==> config.mk <==
export PLATFORM = sky130hd
export DESIGN_NAME = multicycle_main_fsm
export DESIGN_NICKNAME = d
export VERILOG_FILES = /design/src/rtl/multicycle_main_fsm.sv
export SDC_FILE = /design/constraint.sdc
export NUM_CORES = 1
export LEC_CHECK = 0
export ABC_AREA = 1
export BUFFER_PORTS_ARGS = -buffer_cell sky130_fd_sc_hd__buf_4
export CORE_UTILIZATION = 41
export CTS_CLUSTER_SIZE = 24
export DETAILED_ROUTE_END_ITERATION = 10
export PLACE_DENSITY = 0.72
export SYNTH_ARGS = -nofsm -noshare
export SYNTH_HDL_FRONTEND = slang
export SYNTH_SLANG_ARGS = --single-unit
export TNS_END_PERCENT = 20
==> constraint.sdc <==
create_clock -name clk -period 1.7 [get_ports clk]
set_input_delay 0.085 -clock clk [delete_from_list [all_inputs] [get_ports clk]]
set_output_delay 0.085 -clock clk [all_outputs]
set_load 0.01 [all_outputs]
==> src/rtl/multicycle_main_fsm.sv <==
// Main control FSM for the multicycle RV32I core: sequences each instruction through
// fetch/decode/execute/memory/writeback, with bus-timeout fault and retired-instruction count.
// Define MAIN_FSM_ILLEGAL_TRAP_EN to trap unknown opcodes into FAULT and expose illegal_op.
module multicycle_main_fsm #(
    parameter int unsigned TIMEOUT  = 16,
    parameter int unsigned TO_CNT_W = 5,
    parameter int unsigned CNT_W    = 32
) (
    input  logic             clk,
    input  logic             rst_n,
    input  logic [6:0]       op,
    input  logic             mem_ready,
    output logic             mem_req,
    output logic             PCUpdate,
    output logic             Branch,
    output logic             AdrSrc,
    output logic             MemWrite,
    output logic             IRWrite,
    output logic             RegWrite,
    output logic [1:0]       ResultSrc,
    output logic [1:0]       ALUSrcA,
    output logic [1:0]       ALUSrcB,
    output logic [1:0]       ALUOp,
    output logic [1:0]       ImmSrc,
    output logic             bus_fault,
`ifdef MAIN_FSM_ILLEGAL_TRAP_EN
    output logic             illegal_op,
`endif
    output logic [CNT_W-1:0] instret
);

    localparam logic [6:0] OP_LW  = 7'b0000011;
    localparam logic [6:0] OP_SW  = 7'b0100011;
    localparam logic [6:0] OP_R   = 7'b0110011;
    localparam logic [6:0] OP_I   = 7'b0010011;
    localparam logic [6:0] OP_JAL = 7'b1101111;
    localparam logic [6:0] OP_BEQ = 7'b1100011;

    typedef enum logic [3:0] {
        S_FETCH,
        S_DECODE,
        S_MEMADR,
        S_MEMREAD,
        S_MEMWRITE,
        S_MEMWB,
        S_EXECUTER,
        S_EXECUTEI,
        S_ALUWB,
        S_JAL,
        S_BEQ,
        S_FAULT
    } state_t;

    state_t              state_q;
    state_t              state_d;
    logic [TO_CNT_W-1:0] wait_q;
    logic [TO_CNT_W-1:0] wait_d;
    logic                wait_inc;
    logic                timeout_hit;
    logic                retire;
    logic                to_fault;
`ifdef MAIN_FSM_ILLEGAL_TRAP_EN
    logic                illegal_set;
`endif

    assign timeout_hit = (TIMEOUT != 0) && (wait_q == TO_CNT_W'(TIMEOUT - 1));

    // State, wait counter and sticky status registers.
    always_ff @(posedge clk) begin
        if (!rst_n) begin
            state_q   <= S_FETCH;
            wait_q    <= '0;
            instret   <= '0;
            bus_fault <= 1'b0;
`ifdef MAIN_FSM_ILLEGAL_TRAP_EN
            illegal_op <= 1'b0;
`endif
        end else begin
            state_q <= state_d;
            wait_q  <= wait_d;
            if (retire) begin
                instret <= instret + CNT_W'(1);
            end
            if (to_fault) begin
                bus_fault <= 1'b1;
            end
`ifdef MAIN_FSM_ILLEGAL_TRAP_EN
            if (illegal_set) begin
                illegal_op <= 1'b1;
            end
`endif
        end
    end

    // Next-state and Moore control decode; IRWrite/PCUpdate in FETCH are ready-qualified.
    always_comb begin
        state_d   = state_q;
        mem_req   = 1'b0;
        PCUpdate  = 1'b0;
        Branch    = 1'b0;
        AdrSrc    = 1'b0;
        MemWrite  = 1'b0;
        IRWrite   = 1'b0;
        RegWrite  = 1'b0;
        ResultSrc = 2'b00;
        ALUSrcA   = 2'b00;
        ALUSrcB   = 2'b00;
        ALUOp     = 2'b00;
        wait_inc  = 1'b0;
        retire    = 1'b0;
        to_fault  = 1'b0;
        wait_d    = '0;
`ifdef MAIN_FSM_ILLEGAL_TRAP_EN
        illegal_set = 1'b0;
`endif

        case (state_q)
            S_FETCH: begin
                mem_req   = 1'b1;
                ALUSrcB   = 2'b10;
                ResultSrc = 2'b10;
                IRWrite   = mem_ready;
                PCUpdate  = mem_ready;
                if (mem_ready) state_d = S_DECODE;
                else           wait_inc = 1'b1;
            end
            S_DECODE: begin
                ALUSrcA = 2'b01;
                ALUSrcB = 2'b01;
                case (op)
                    OP_LW, OP_SW: state_d = S_MEMADR;
                    OP_R:         state_d = S_EXECUTER;
                    OP_I:         state_d = S_EXECUTEI;
                    OP_JAL:       state_d = S_JAL;
                    OP_BEQ:       state_d = S_BEQ;
                    default: begin
`ifdef MAIN_FSM_ILLEGAL_TRAP_EN
                        state_d     = S_FAULT;
                        illegal_set = 1'b1;
`else
                        state_d     = S_FETCH;
`endif
                    end
                endcase
            end
            S_MEMADR: begin
                ALUSrcA = 2'b10;
                ALUSrcB = 2'b01;
                state_d = (op == OP_SW) ? S_MEMWRITE : S_MEMREAD;
            end
            S_MEMREAD: begin
                mem_req = 1'b1;
                AdrSrc  = 1'b1;
                if (mem_ready) state_d = S_MEMWB;
                else           wait_inc = 1'b1;
            end
            S_MEMWRITE: begin
                mem_req  = 1'b1;
                AdrSrc   = 1'b1;
                MemWrite = 1'b1;
                if (mem_ready) begin
                    state_d = S_FETCH;
                    retire  = 1'b1;
                end else begin
                    wait_inc = 1'b1;
                end
            end
            S_MEMWB: begin
                ResultSrc = 2'b01;
                RegWrite  = 1'b1;
                state_d   = S_FETCH;
                retire    = 1'b1;
            end
            S_EXECUTER: begin
                ALUSrcA = 2'b10;
                ALUOp   = 2'b10;
                state_d = S_ALUWB;
            end
            S_EXECUTEI: begin
                ALUSrcA = 2'b10;
                ALUSrcB = 2'b01;
                ALUOp   = 2'b10;
                state_d = S_ALUWB;
            end
            S_ALUWB: begin
                RegWrite = 1'b1;
                state_d  = S_FETCH;
                retire   = 1'b1;
            end
            S_JAL: begin
                ALUSrcA  = 2'b01;
                ALUSrcB  = 2'b10;
                PCUpdate = 1'b1;
                state_d  = S_ALUWB;
            end
            S_BEQ: begin
                ALUSrcA = 2'b10;
                ALUOp   = 2'b01;
                Branch  = 1'b1;
                state_d = S_FETCH;
                retire  = 1'b1;
            end
            S_FAULT: state_d = S_FAULT;
            default: state_d = S_FETCH;
        endcase

        // A stalled memory state either keeps counting or, at the limit, faults.
        if (wait_inc && timeout_hit) begin
            state_d  = S_FAULT;
            to_fault = 1'b1;
        end
        if (wait_inc && (state_d == state_q)) begin
            wait_d = wait_q + TO_CNT_W'(1);
        end
    end

    // Immediate format follows the opcode directly.
    always_comb begin
        case (op)
            OP_SW:   ImmSrc = 2'b01;
            OP_BEQ:  ImmSrc = 2'b10;
            OP_JAL:  ImmSrc = 2'b11;
            default: ImmSrc = 2'b00;
        endcase
    end

endmodule
==> results_dict.tcl, run 1 <==
set metrics [dict create \
    status "finished, violations left" \
    violations "DRC" \
    synth_seq_cells 42 \
    cts_buffer_depth 2 \
    cts_tree "done" \
    wire_per_inst_um 11.7 \
    place_congestion 0.974 \
    hold_viol 0 \
    antenna_found_initial 0 \
    drc_errors 4 \
    p_leak_uw 0.00143 \
    worstPathArrival_ns 1.51 \
    ios 60 \
    crit_path_top_delay_cell "dfxtp_1" \
    initial_core_util 0.428 \
    maxCapViolCount 0 \
    max_freq_mhz 628 \
    root_buffer "clkbuf_8" \
    synthCells 465 \
    coreArea_mm2 0.00642 \
    hold_ws_ns 0.0919 \
    grtUsageTotal 0.211 \
    rsz0062_at_grt "true" \
    antenna_cells 0 \
    dieWidth_um 83.9 \
    finalSetupViolations 0 \
    rr_startpoint "state_q[2]$_SDFF_PN0_" \
    ant_nets 0 \
    min_from "rst_n" \
    fin_crit_sh 0.937 \
    cp-end-kind "primary output" \
    rows 29 \
    wl_um 7110 \
    synth_edf_count 0 \
    final_layout_size_suffix_gt1_frac 0.183 \
    grt_pass1_wl_um 12100 \
    timing.rr.end "instret[19]$_SDFFE_PN0P_" \
    post_cts_buffers 0 \
    die-area_mm2 0.00704 \
    ys.flop_type "dfxtp_1" \
    mostFrequentLayoutCell "nand2_1" \
    port-buffer-count 59 \
    yosysSeqAreaShare 0.306 \
    slowest_delay_ns 0.40 \
    min_period_ns 1.59 \
    r2r_setup_slack_ns 0.12 \
    cpMostUsedCell "inv_1" \
    crit_type "reg2out" \
    path_clk_slew_ns 0.08 \
    drt_iter0_markers 226 \
    routed-via-count 3018 \
    netlist_area_mm2 0.00275 \
    ys_warn_count 0 \
    final_cell_mix "nand2_1, nor2_1, buf_4" \
    cts_sinks 42 \
    critPathTopFamily "simple AND/OR/NAND/NOR gates" \
    synth_nets 478 \
    powerDensity_mw_per_mm2 529 \
    h-tree-depth 2 \
    first_global_vias 2861 \
    min_to "instret[2]$_SDFFE_PN0P_" \
    skew_ns 0.0119 \
    first_pass_iters 8 \
    ys_async_sr_fraction 0 \
    crit_path_max_fanout 7 \
    tns_ns 0 \
    worst_pin_slew_ns 0.349 \
    clk_latency_ns 0.30 \
    grt_start_max_net_pins 26 \
    ys_types 33 \
    reg2regPathDepth 8 \
    required_ns 1.62 \
    final_nets 543 \
    path_cells "nor2_2 -> inv_1 -> nor2_1 -> inv_1 -> o211ai_1 -> buf_4" \
    cts_made_buffers 5 \
    area_delta_synth_final_pct 22.8 \
    grt-ovfl-total 0 \
    slew_headroom 0.766 \
    worst_ir_drop_vdd_v 0.000331 \
    cp-start-kind "flop" \
    final-max-slew-violation-count 0 \
    dp_hpwl_um 5620 \
    vias_per_cell 4.96 \
    die_h_um 83.9 \
    hold_path.class "in2reg" \
    critPathBufInv 3 \
    syn_avg_cell_area_um2 5.92 \
    hold_path_depth 3 \
]
[state kept, by name (all words and copies together), names as in the netlist]
name	flops
state_q	4
instret	32
bus_fault	1
wait_q	5
[worst max-delay path by stage]
stage,start,endpoint,slack [ns],depth (start not counted)
2_1_floorplan,instret[0]$_SDFFE_PN0P_,instret[10]$_SDFFE_PN0P_,0.10,8
3_3_place_gp,state_q[2]$_SDFF_PN0_,instret[19]$_SDFFE_PN0P_,0.17,8
3_5_place_dp,state_q[2]$_SDFF_PN0_,wait_q[2]$_SDFF_PN0_,0.14,8
4_1_cts,state_q[2]$_SDFF_PN0_,ALUSrcB[0],0.04,6
5_1_grt,state_q[2]$_SDFF_PN0_,ALUSrcB[0],-0.05,6
6_report,state_q[2]$_SDFF_PN0_,ALUSrcB[0],0.11,6
[final cells by class]
class | instances | area (µm²)
fillers | 673 | 3040
multi-input cells | 363 | 1650
flip-flops and latches | 42 | 841
repair buffers | 67 | 503
inverters | 51 | 196
well taps | 77 | 96.3
clock buffers | 7 | 86.3
clock inverters | 1 | 5.00
[per-stage QoR]
step / util / cell area [µm²] / instances / setup slack, ns / total power [µW]
global route: 0.526 / 3380 / 608 / -0.0472 / 1840
global placement: 0.509 / 3270 / 600 / 0.168 / 1130
finish: 0.526 / 3380 / 608 / 0.107 / 1790
floorplan: - / 2750 / 465 / 0.105 / 1080
CTS: 0.524 / 3360 / 608 / 0.0399 / 1800
detailed placement: 0.509 / 3270 / 600 / 0.139 / 1130
[report_power, final]
part / switching (µW) / internal, µW / leakage (µW) / total (µW)
combinational: 68.5 / 46.7 / 0.00104 / 115
sequential: 3.99 / 987 / 0.000339 / 991
clock: 353 / 328 / 0.0000482 / 681
total: 425 / 1360 / 0.00143 / 1790
[per-layer routing]
| metal | global-route usage | vias to the layer above | wire length (µm) |
|---|---|---|---|
| met3 | 0.0425 | 13 | 424 |
| li1 | - | 1584 | - |
| met1 | 0.248 | 1339 | 3160 |
| met4 | 0.0752 | 0 | 118 |
| met5 | 0 | - | 0 |
| met2 | 0.377 | 82 | 3400 |
[logic make-up (layout without fill, tap and decap cells)]
kind of cell    count (synthesis)  count (layout)  synth area share
xor+xnor                       10              10            0.0318
buf+inv                        60             126            0.0991
fa+ha+maj                       3               3            0.0136
compound gates                 51              51             0.101
flops                          42              42             0.306
simple gates                  299             299             0.449
[cells in the mapped netlist (2+ instances only)]
library cell,instances,area share
dfxtp_1,42,0.31
ha_1,3,0.014
nor3_1,3,0.0055
inv_1,46,0.063
nand2_1,180,0.25
o21ai_0,12,0.022
buf_6,4,0.016
o21a_1,2,0.0055
nand3_1,25,0.045
nand4_1,3,0.0068
inv_2,4,0.0055
clkbuf_1,3,0.0041
a21oi_1,30,0.055
xor2_1,9,0.029
nand3_2,3,0.011
nor2_1,75,0.10
o22ai_1,2,0.0045
nor2_2,2,0.0045
a21oi_2,2,0.0064
and3_1,2,0.0045
[worst reg2reg max path, stage by stage (launching register included)]
cell and delay, ns:
dfxtp_1 0.51, nand2_4 0.13, nor2_4 0.15, nand2_2 0.08, nand3_4 0.18, buf_4 0.24
nand3_1 0.09, nand2_1 0.07, nor2_1 0.03
[what timing repair did]
action                     4_1_cts  5_1_grt
setup endpoints to repair        0       18
hold buffers                     0        0
hold endpoints to repair         0        0
gates resized for setup          0        6
No activity file was read; power rests on OpenSTA's default activity.
==> inputs of run 2 (changes only) <==
--- a/config.mk
+++ b/config.mk
@@ -7,10 +7,11 @@
 export LEC_CHECK = 0
 export ABC_AREA = 1
 export BUFFER_PORTS_ARGS = -buffer_cell sky130_fd_sc_hd__buf_4
-export CORE_UTILIZATION = 41
+export CORE_MARGIN = 2
+export CORE_UTILIZATION = 55
 export CTS_CLUSTER_SIZE = 24
 export DETAILED_ROUTE_END_ITERATION = 10
-export PLACE_DENSITY = 0.72
+export PLACE_DENSITY = 0.9
 export SYNTH_ARGS = -nofsm -noshare
 export SYNTH_HDL_FRONTEND = slang
 export SYNTH_SLANG_ARGS = --single-unit
==> results_dict.tcl, run 2 (synthesis results as in run 1) <==
set metrics [dict create \
    place_congestion 0.906 \
    first_pass_iters 7 \
    cts_made_buffers 5 \
    place_inst 588 \
    wire_per_inst_um 12.6 \
    hold_path.class "in2reg" \
    coreArea_mm2 0.00479 \
    final_nets 543 \
    r2r_setup_slack_ns 0.08 \
    h-tree-depth 2 \
    p_sw_uw 453 \
    required_ns 1.94 \
    stdcell_count 598 \
    skew_ns 0.00756 \
    port-buffer-count 59 \
    met3_length_um 621 \
    p_sw_frac 0.236 \
    initial_core_util 0.575 \
    top_regs "instret: 32 flops, wait_q: 5 flops, state_q: 4 flops" \
    worst_pin_slew_ns 0.352 \
    antenna_cells 0 \
    pwr-share-seq 0.515 \
    final-max-slew-violation-count 0 \
    area_delta_synth_final_pct 23.7 \
    worst_ir_drop_vdd_v 0.000497 \
    cts_tree "done" \
    fin_ws_ns 0.0830 \
    rows 25 \
    fin_crit_sh 0.951 \
    status "finished clean" \
    antenna_found_initial 0 \
    grt_pass1_wl_um 11800 \
    grt-ovfl-total 0 \
    ant_nets 0 \
    wl_um 7520 \
    slew_headroom 0.764 \
    vias_per_cell 5.31 \
    route.met2.wl_um 3640 \
    final_layout_size_suffix_gt1_frac 0.194 \
    p_leak_uw 0.00144 \
    maxCapViolCount 0 \
    root_buffer "clkbuf_8" \
    crit_path_max_fanout 6 \
    hold_viol 0 \
    internal_power_uw 1470 \
    routed-via-count 3176 \
    dieWidth_um 74.7 \
    combPwrFrac 0.061 \
    worstPathArrival_ns 1.86 \
    mostFrequentLayoutCell "nand2_1" \
    cp-end-kind "flop" \
    cts_buffer_depth 2 \
    drt_iter0_markers 295 \
    hold_path_depth 3 \
    grt_start_max_net_pins 26 \
    cp-start-kind "flop" \
    die_h_um 74.7 \
    drc_errors 0 \
    die-area_mm2 0.00558 \
    ios 60 \
    final_cell_mix "nand2_1, nor2_1, buf_4" \
    powerDensity_mw_per_mm2 566 \
    dp_hpwl_um 5460 \
    power_frac_clock 0.424 \
    pre_cts_slack_ns 0.0638 \
    grtUsageTotal 0.271 \
    path_clk_slew_ns 0.09 \
    highest_layer "met4" \
    crit_type "reg2reg" \
    first_global_vias 2778 \
    reg2regPathDepth 7 \
    largest_reg_flops 32 \
    regMostFlops "instret" \
    routedLengthMet1_um 3120 \
    clk_latency_ns 0.31 \
    max_freq_mhz 618 \
    finalSetupViolations 0 \
    cts_sinks 42 \
    min_period_ns 1.62 \
]
-- run 2: cell count changes in the layout (fill, tap and decap cells not counted), sizes merged --
cell,change
clkbuf,-2
clkinvlp,+2
buf,-1
bufinv,+1
clkinv,-1
nand3,+1
-- run 2: critical path, stage by stage (launching register included) --
cell,delay [ns]
dfxtp_1,0.45
nand2_1,0.13
nor2_1,0.21
nand2_1,0.13
nor2_2,0.22
xor2_1,0.22
nand2_1,0.08
a21oi_1,0.13
-- run 2: final cells by class --
class | instances | area [µm²]
clock buffer | 5 | 68.8
multi-input combinational | 364 | 1670
inverter | 51 | 199
timing repair buffer | 66 | 495
fill | 421 | 1380
tap | 67 | 83.8
sequential | 42 | 843
clock inverter | 3 | 45.0
-- run 2: final timing paths --
path,startpoint,endpoint
setup / recovery,instret[6]$_SDFFE_PN0P_,instret[9]$_SDFFE_PN0P_
setup reg to reg,instret[6]$_SDFFE_PN0P_,instret[9]$_SDFFE_PN0P_
hold / removal,rst_n,state_q[0]$_SDFF_PN0_
hold reg to reg,wait_q[0]$_SDFF_PN0_,wait_q[0]$_SDFF_PN0_
-- run 2: through the flow --
| step | util | TNS [ns] | area, µm² | total power [µW] | hold slack, ns |
|---|---|---|---|---|---|
| 2_1_floorplan | - | 0 | 2750 | 1080 | 0.269 |
| 3_3_place_gp | 0.678 | 0 | 3240 | 1130 | 0.378 |
| 3_5_place_dp | 0.678 | 0 | 3240 | 1130 | 0.384 |
| 4_1_cts | 0.702 | 0 | 3360 | 1920 | 0.0641 |
| 5_1_grt | 0.711 | -0.0310 | 3400 | 1980 | 0.0853 |
| 6_report | 0.711 | 0 | 3400 | 1920 | 0.0708 |
-- run 2: routing by layer --
layer | GRT usage | vias to the layer above
met2 | 0.476 | 154
li1 | - | 1583
met1 | 0.327 | 1418
met3 | 0.0495 | 21
met4 | 0.107 | 0
met5 | 0 | -
-- run 2: power by group through the flow --
stage	Clock [µW]	Sequential [µW]	Combinational, µW
6_report	816	991	118
3_5_place_dp	0	1010	115
3_3_place_gp	0	1010	111
2_1_floorplan	0	1010	63.6
5_1_grt	858	992	130
4_1_cts	816	991	115
-- run 2: repair_timing --
| action | in CTS | in global routing |
|---|---|---|
| setup endpoints to repair | 0 | 34 |
| hold buffers | 0 | 0 |
| resized for setup | 0 | 12 |
| buffers inserted | 0 | 1 |
